File: src/rtl/mem_stage_ctrl.sv
// MEM-stage controller: turns a latched load/store into a registered dcache
// request, holds it until dhit, and drives the MEM/WB memory inputs, the
// pipeline stall, sticky halt and a sticky watchdog timeout.
module mem_stage_ctrl #(
  parameter int unsigned MAX_WAIT = 64,
  parameter int unsigned CNT_W    = 16
) (
  input  logic             CLK,
  input  logic             RST,
  input  logic             exmem_valid,
  input  logic             exmem_dREN,
  input  logic             exmem_dWEN,
  input  logic [31:0]      exmem_addr,
  input  logic [31:0]      exmem_store,
  input  logic             exmem_halt,
  input  logic             flush,
  input  logic             dhit,
  input  logic [31:0]      dmemload,
  output logic             dmemREN,
  output logic             dmemWEN,
  output logic [31:0]      dmemaddr,
  output logic [31:0]      dmemstore,
  output logic [31:0]      dload_o,
  output logic             memory_en,
  output logic             mem_stall,
  output logic             halt_o,
  output logic             timeout,
  output logic [CNT_W-1:0] access_cnt
);

  localparam int unsigned WaitW = $clog2(MAX_WAIT + 1);

  typedef enum logic [1:0] {StIdle, StWait, StHalt} state_e;

  state_e             r_state, w_state_d;
  logic               r_ren, w_ren_d;
  logic               r_wen, w_wen_d;
  logic [31:0]        r_addr, w_addr_d;
  logic [31:0]        r_store, w_store_d;
  logic [31:0]        r_dload, w_dload_d;
  logic [WaitW-1:0]   r_wait, w_wait_d;
  logic               r_squash, w_squash_d;
  logic               r_halt, w_halt_d;
  logic               r_timeout, w_timeout_d;
  logic [CNT_W-1:0]   r_cnt, w_cnt_d;
  logic               w_squash_now;
  logic               w_mem_en;
  logic               w_stall;
  logic [31:0]        w_dload;

  // Next-state and combinational outputs for the access FSM.
  always_comb begin
    w_state_d    = r_state;
    w_ren_d      = r_ren;
    w_wen_d      = r_wen;
    w_addr_d     = r_addr;
    w_store_d    = r_store;
    w_dload_d    = r_dload;
    w_wait_d     = r_wait;
    w_squash_d   = r_squash;
    w_halt_d     = r_halt;
    w_timeout_d  = r_timeout;
    w_cnt_d      = r_cnt;
    w_squash_now = r_squash | flush;
    w_mem_en     = 1'b0;
    w_stall      = 1'b0;
    w_dload      = r_dload;

    unique case (r_state)
      StIdle: begin
        if (exmem_valid && !flush) begin
          if (exmem_halt) begin
            // HALT wins over any memory op carried by the same instruction.
            w_mem_en  = 1'b1;
            w_halt_d  = 1'b1;
            w_state_d = StHalt;
          end else if (exmem_dREN || exmem_dWEN) begin
            w_stall    = 1'b1;
            w_addr_d   = exmem_addr;
            w_store_d  = exmem_store;
            w_wen_d    = exmem_dWEN;
            w_ren_d    = exmem_dREN && !exmem_dWEN;
            w_wait_d   = '0;
            w_squash_d = 1'b0;
            w_state_d  = StWait;
          end else begin
            w_mem_en = 1'b1;
          end
        end
      end
      StWait: begin
        if (dhit) begin
          // The bus transaction always completes; squash only hides it.
          w_ren_d    = 1'b0;
          w_wen_d    = 1'b0;
          w_squash_d = 1'b0;
          w_wait_d   = '0;
          w_state_d  = StIdle;
          if (!w_squash_now) begin
            w_mem_en = 1'b1;
            w_cnt_d  = r_cnt + 1'b1;
          end
          if (r_ren) begin
            w_dload   = dmemload;
            w_dload_d = dmemload;
          end
        end else begin
          w_stall    = 1'b1;
          w_squash_d = w_squash_now;
          if (r_wait != WaitW'(MAX_WAIT)) begin
            w_wait_d = r_wait + 1'b1;
            if (w_wait_d == WaitW'(MAX_WAIT)) begin
              w_timeout_d = 1'b1;
            end
          end
        end
      end
      StHalt: begin
        w_ren_d = 1'b0;
        w_wen_d = 1'b0;
      end
      default: w_state_d = StIdle;
    endcase
  end

  // State register with synchronous reset.
  always_ff @(posedge CLK) begin
    if (RST) begin
      r_state   <= StIdle;
      r_ren     <= 1'b0;
      r_wen     <= 1'b0;
      r_addr    <= '0;
      r_store   <= '0;
      r_dload   <= '0;
      r_wait    <= '0;
      r_squash  <= 1'b0;
      r_halt    <= 1'b0;
      r_timeout <= 1'b0;
      r_cnt     <= '0;
    end else begin
      r_state   <= w_state_d;
      r_ren     <= w_ren_d;
      r_wen     <= w_wen_d;
      r_addr    <= w_addr_d;
      r_store   <= w_store_d;
      r_dload   <= w_dload_d;
      r_wait    <= w_wait_d;
      r_squash  <= w_squash_d;
      r_halt    <= w_halt_d;
      r_timeout <= w_timeout_d;
      r_cnt     <= w_cnt_d;
    end
  end

  assign dmemREN    = r_ren;
  assign dmemWEN    = r_wen;
  assign dmemaddr   = r_addr;
  assign dmemstore  = r_store;
  assign dload_o    = w_dload;
  assign memory_en  = w_mem_en;
  assign mem_stall  = w_stall;
  assign halt_o     = r_halt;
  assign timeout    = r_timeout;
  assign access_cnt = r_cnt;

endmodule

File: config.mk
export PLATFORM = sky130hd
export DESIGN_NAME = mem_stage_ctrl
export DESIGN_NICKNAME = d
export VERILOG_FILES = /design/src/rtl/mem_stage_ctrl.sv
export SDC_FILE = /design/constraint.sdc
export NUM_CORES = 1
export LEC_CHECK = 0
export BUFFER_PORTS_ARGS = -buffer_cell sky130_fd_sc_hd__buf_2
export CORE_MARGIN = 3
export CORE_UTILIZATION = 53
export CTS_BUF_LIST = sky130_fd_sc_hd__clkbuf_2 sky130_fd_sc_hd__clkbuf_4 sky130_fd_sc_hd__clkbuf_8
export DETAILED_ROUTE_END_ITERATION = 6
export GPL_TIMING_DRIVEN = 0
export PLACE_DENSITY_LB_ADDON = 0.2
export SYNTH_ARGS = -nofsm -noshare
export SYNTH_HDL_FRONTEND = slang
export SYNTH_SLANG_ARGS = --single-unit
export TNS_END_PERCENT = 30
File: constraint.sdc
create_clock -name CLK -period 3.8 [get_ports CLK]
set_clock_uncertainty 0.2 [all_clocks]
set_input_delay 0.95 -clock CLK [delete_from_list [all_inputs] [get_ports CLK]]
set_output_delay 0.95 -clock CLK [all_outputs]
set_load 0.005 [all_outputs]
==> flow_metrics.env <==
export IMPL_outcome="finished clean"
export IMPL_ys_flop_type="dfxtp_1"
export IMPL_cp_end_kind="output pin"
export IMPL_synth_cell_types=48
export IMPL_grt_pass1_vias=4497
export IMPL_cp_start_kind="flop"
export IMPL_syn_area_per_cell_um2=8.931
export IMPL_path_buf_inv=4
export IMPL_synth_seq_area_share_pct=50.07
export IMPL_rr_worst_depth=7
export IMPL_port_buffers=220
export IMPL_initial_core_util_pct=56.12
export IMPL_vias_per_cell=5.018
export IMPL_setup_ws_ns=0.4540
export IMPL_fin_hold_ws_ns=0.2549
export IMPL_worstMarginPinSlew_ns=0.5902
export IMPL_cpLargestDelayFamily="buffers and inverters"
export IMPL_crit_top_cell="buf_2"
export IMPL_fin_crit_ns=3.346
export IMPL_critPathSlowestCell="dfxtp_1"
export IMPL_crit_path_start="r_state[0]"
export IMPL_hold_viol=0
export IMPL_overflow=0
export IMPL_finish_utilization_pct=74.18
export IMPL_mostFrequentLayoutCell="buf_2"
export IMPL_crit_chain="inv_1 > ha_1 > and3b_2 > nand2_1 > buf_2 > buf_2 > nand2_1 > buf_2"
export IMPL_num_rows=34
export IMPL_max_freq_mhz=298.9
export IMPL_num_nets_final=914
export IMPL_grt_pass1_wl_mm=20.50
export IMPL_synth_cells=564
export IMPL_syn_cell_area_um2=5037
export IMPL_power_mw=2.630
export IMPL_grt_antenna_before_repair=0
export IMPL_die_y_um=103.5
export IMPL_rsz0062_at_grt="no"
export IMPL_crit_cells=8
export IMPL_totalWireLength_mm=13.33
export IMPL_drt_initial_drc_count=145
export IMPL_synth_edff_count=0
export IMPL_leakage_nw=3.091
export IMPL_post_route_period_util_pct=88.05
export IMPL_ir_drop_v=0.0002021
export IMPL_path_clk_slew_ns=0.08
export IMPL_cts_tree="built"
export IMPL_ys_warn_count=0
export IMPL_n_antenna_cell=0
export IMPL_clkSinkCount=126
export IMPL_post_cts_resized=0
export IMPL_fin_setup_tns_ns=0
export IMPL_cts_buffers=17
export IMPL_clock_path_buffers=2
export IMPL_r2r_start="r_state[0]"
export IMPL_worstPathMaxFanout=10
export IMPL_clkLatencyLatePin_ns=0.41
export IMPL_antenna_left=0
export IMPL_p_per_area_nw_per_um2=395.0
export IMPL_syn_to_final_growth_pct=32.19
export IMPL_drcViolationCount=0
export IMPL_pin_count=222
export IMPL_post_cts_setup_buffer_count=0
export IMPL_grtUsageTotal_pct=24.50
export IMPL_place_congestion=0.8609
export IMPL_cts_root_buf="clkbuf_8"
export IMPL_cp_data_arrival_time_ns=2.20
export IMPL_setup_worst_path_class="flop to output pin"
export IMPL_cp_required_ns=2.65
export IMPL_drive_gt1_share_pct=38.36
export IMPL_maxCapViolations=0
export IMPL_ys_seq_elements=126
export IMPL_dp_hpwl_mm=10.24
export IMPL_die_area_um2=10710
export IMPL_yosysTopAreaCellShare_pct=50.07
export IMPL_cts_max_level=4
export IMPL_grt_max_degree=17
export IMPL_yosys_top_cells_area="dfxtp_1 50%, nand2_1 11%, a21oi_1 7.6%"
export IMPL_hold_depth=2
export IMPL_coreArea_um2=8976
export IMPL_fp_dieW_um=103.5
export IMPL_synthArstFlopShare_pct=0
export IMPL_max_stage_delay_ns=0.34
export IMPL_final_setup_viol_count=0
export IMPL_relSlewSlack_pct=60.65
export IMPL_drt_pass1_iter_count=4
export IMPL_pre_cts_ws_ns=0.4905
export IMPL_fillers=727
export IMPL_synth_nets=675
export IMPL_layout_common_cells="236 x buf_2, 142 x nand2_1, 126 x dfxtp_1"
export IMPL_holdCritPathClass="flop to flop"
export IMPL_vias=4727
export IMPL_drv_slew=0
export IMPL_hold_start="dmemstore[1]"
export IMPL_ctsHoldBuffers=0
export IMPL_yosysTopAreaCell="dfxtp_1"
export IMPL_routedWlPerCell_um=14.15
-- flip-flops by register name, indices dropped and copies added (netlist names) --
name / cells
access_cnt: 16
dmemREN: 1
dmemWEN: 1
dmemaddr: 32
dmemstore: 32
halt_o: 1
r_dload: 32
r_squash: 1
r_state: 2
r_wait: 7
timeout: 1
-- power breakdown --
part	internal, mW	leakage (nW)	switching, mW	total (mW)
Combinational	0.102	1.90	0.122	0.224
Clock	0.488	0.170	0.557	1.05
Sequential	1.35	1.02	0.0140	1.36
-- cell usage after synthesis, types with 2 or more instances --
master    number
nand2_1      142
dfxtp_1      126
a21oi_1       76
nor2b_1       33
mux2_2        32
nor2_1        26
buf_2         16
clkbuf_1      14
xnor2_1        9
xor2_1         9
ha_1           7
nand3_1        7
inv_1          6
nand2b_1       5
o21ai_0        5
buf_1          3
nor3_1         3
a21o_1         2
a31oi_1        2
and2_1         2
and2b_1        2
and4_1         2
mux2i_1        2
nand4_1        2
nand4_4        2
nand4b_1       2
nor3_2         2
nor3b_1        2
nor4_2         2
nor4b_1        2
or3_1          2
-- cells by family (layout without fill, tap and decap cells) --
family,Yosys count,after routing,share of synthesized area [%]
and+or+nand+nor,247,247,23.99
DFF,126,126,50.07
AOI/OAI and AO/OA,92,92,9.985
buffers and inverters,40,292,3.527
muxes,34,34,7.551
xor gates and xnor gates,18,18,3.130
adders and majority gates,7,7,1.739
-- layer usage --
metal / global-route usage (%) / routed length [um]
met1: 26.19 / 5180
met5: 0 / 0
met2: 43.68 / 6816
met4: 11.06 / 263
met3: 8.048 / 1065
-- final timing paths --
kind                                      to  slack, ns
worst max-delay path               mem_stall       0.45
worst min-delay path            dmemstore[1]       0.25
worst max register to register     r_wait[2]       1.56
worst min register to register  dmemstore[1]       0.25
-- stage by stage --
stage | cell area [um2] | instances
2_1_floorplan | 5037 | 564
4_1_cts | 6659 | 942
3_5_place_dp | 6296 | 910
5_1_grt | 6659 | 942
6_report | 6659 | 942
3_3_place_gp | 6296 | 910
-- worst register-to-register path: stages (launching register included) --
cell and delay [ns]:
dfxtp_1 0.34, inv_1 0.07, ha_1 0.25, and3b_2 0.28, a21oi_1 0.51, nor2_1 0.17, a31oi_1 0.21, nor3_1 0.07
-- cell type report --
| class | instances | area, um2 | share of cell area [%] |
|---|---|---|---|
| Clock inverter | 13 | 107.6 | 1.616 |
| Sequential cell | 126 | 2522 | 37.88 |
| Tap cell | 126 | 157.7 | 2.368 |
| Multi-Input combinational cell | 398 | 2337 | 35.10 |
| Clock buffer | 19 | 255.2 | 3.833 |
| Inverter | 6 | 22.52 | 0.3382 |
| Buffer | 34 | 155.1 | 2.330 |
| Timing Repair Buffer | 220 | 1101 | 16.54 |
Note: power is estimated with default switching activity, not from simulation.
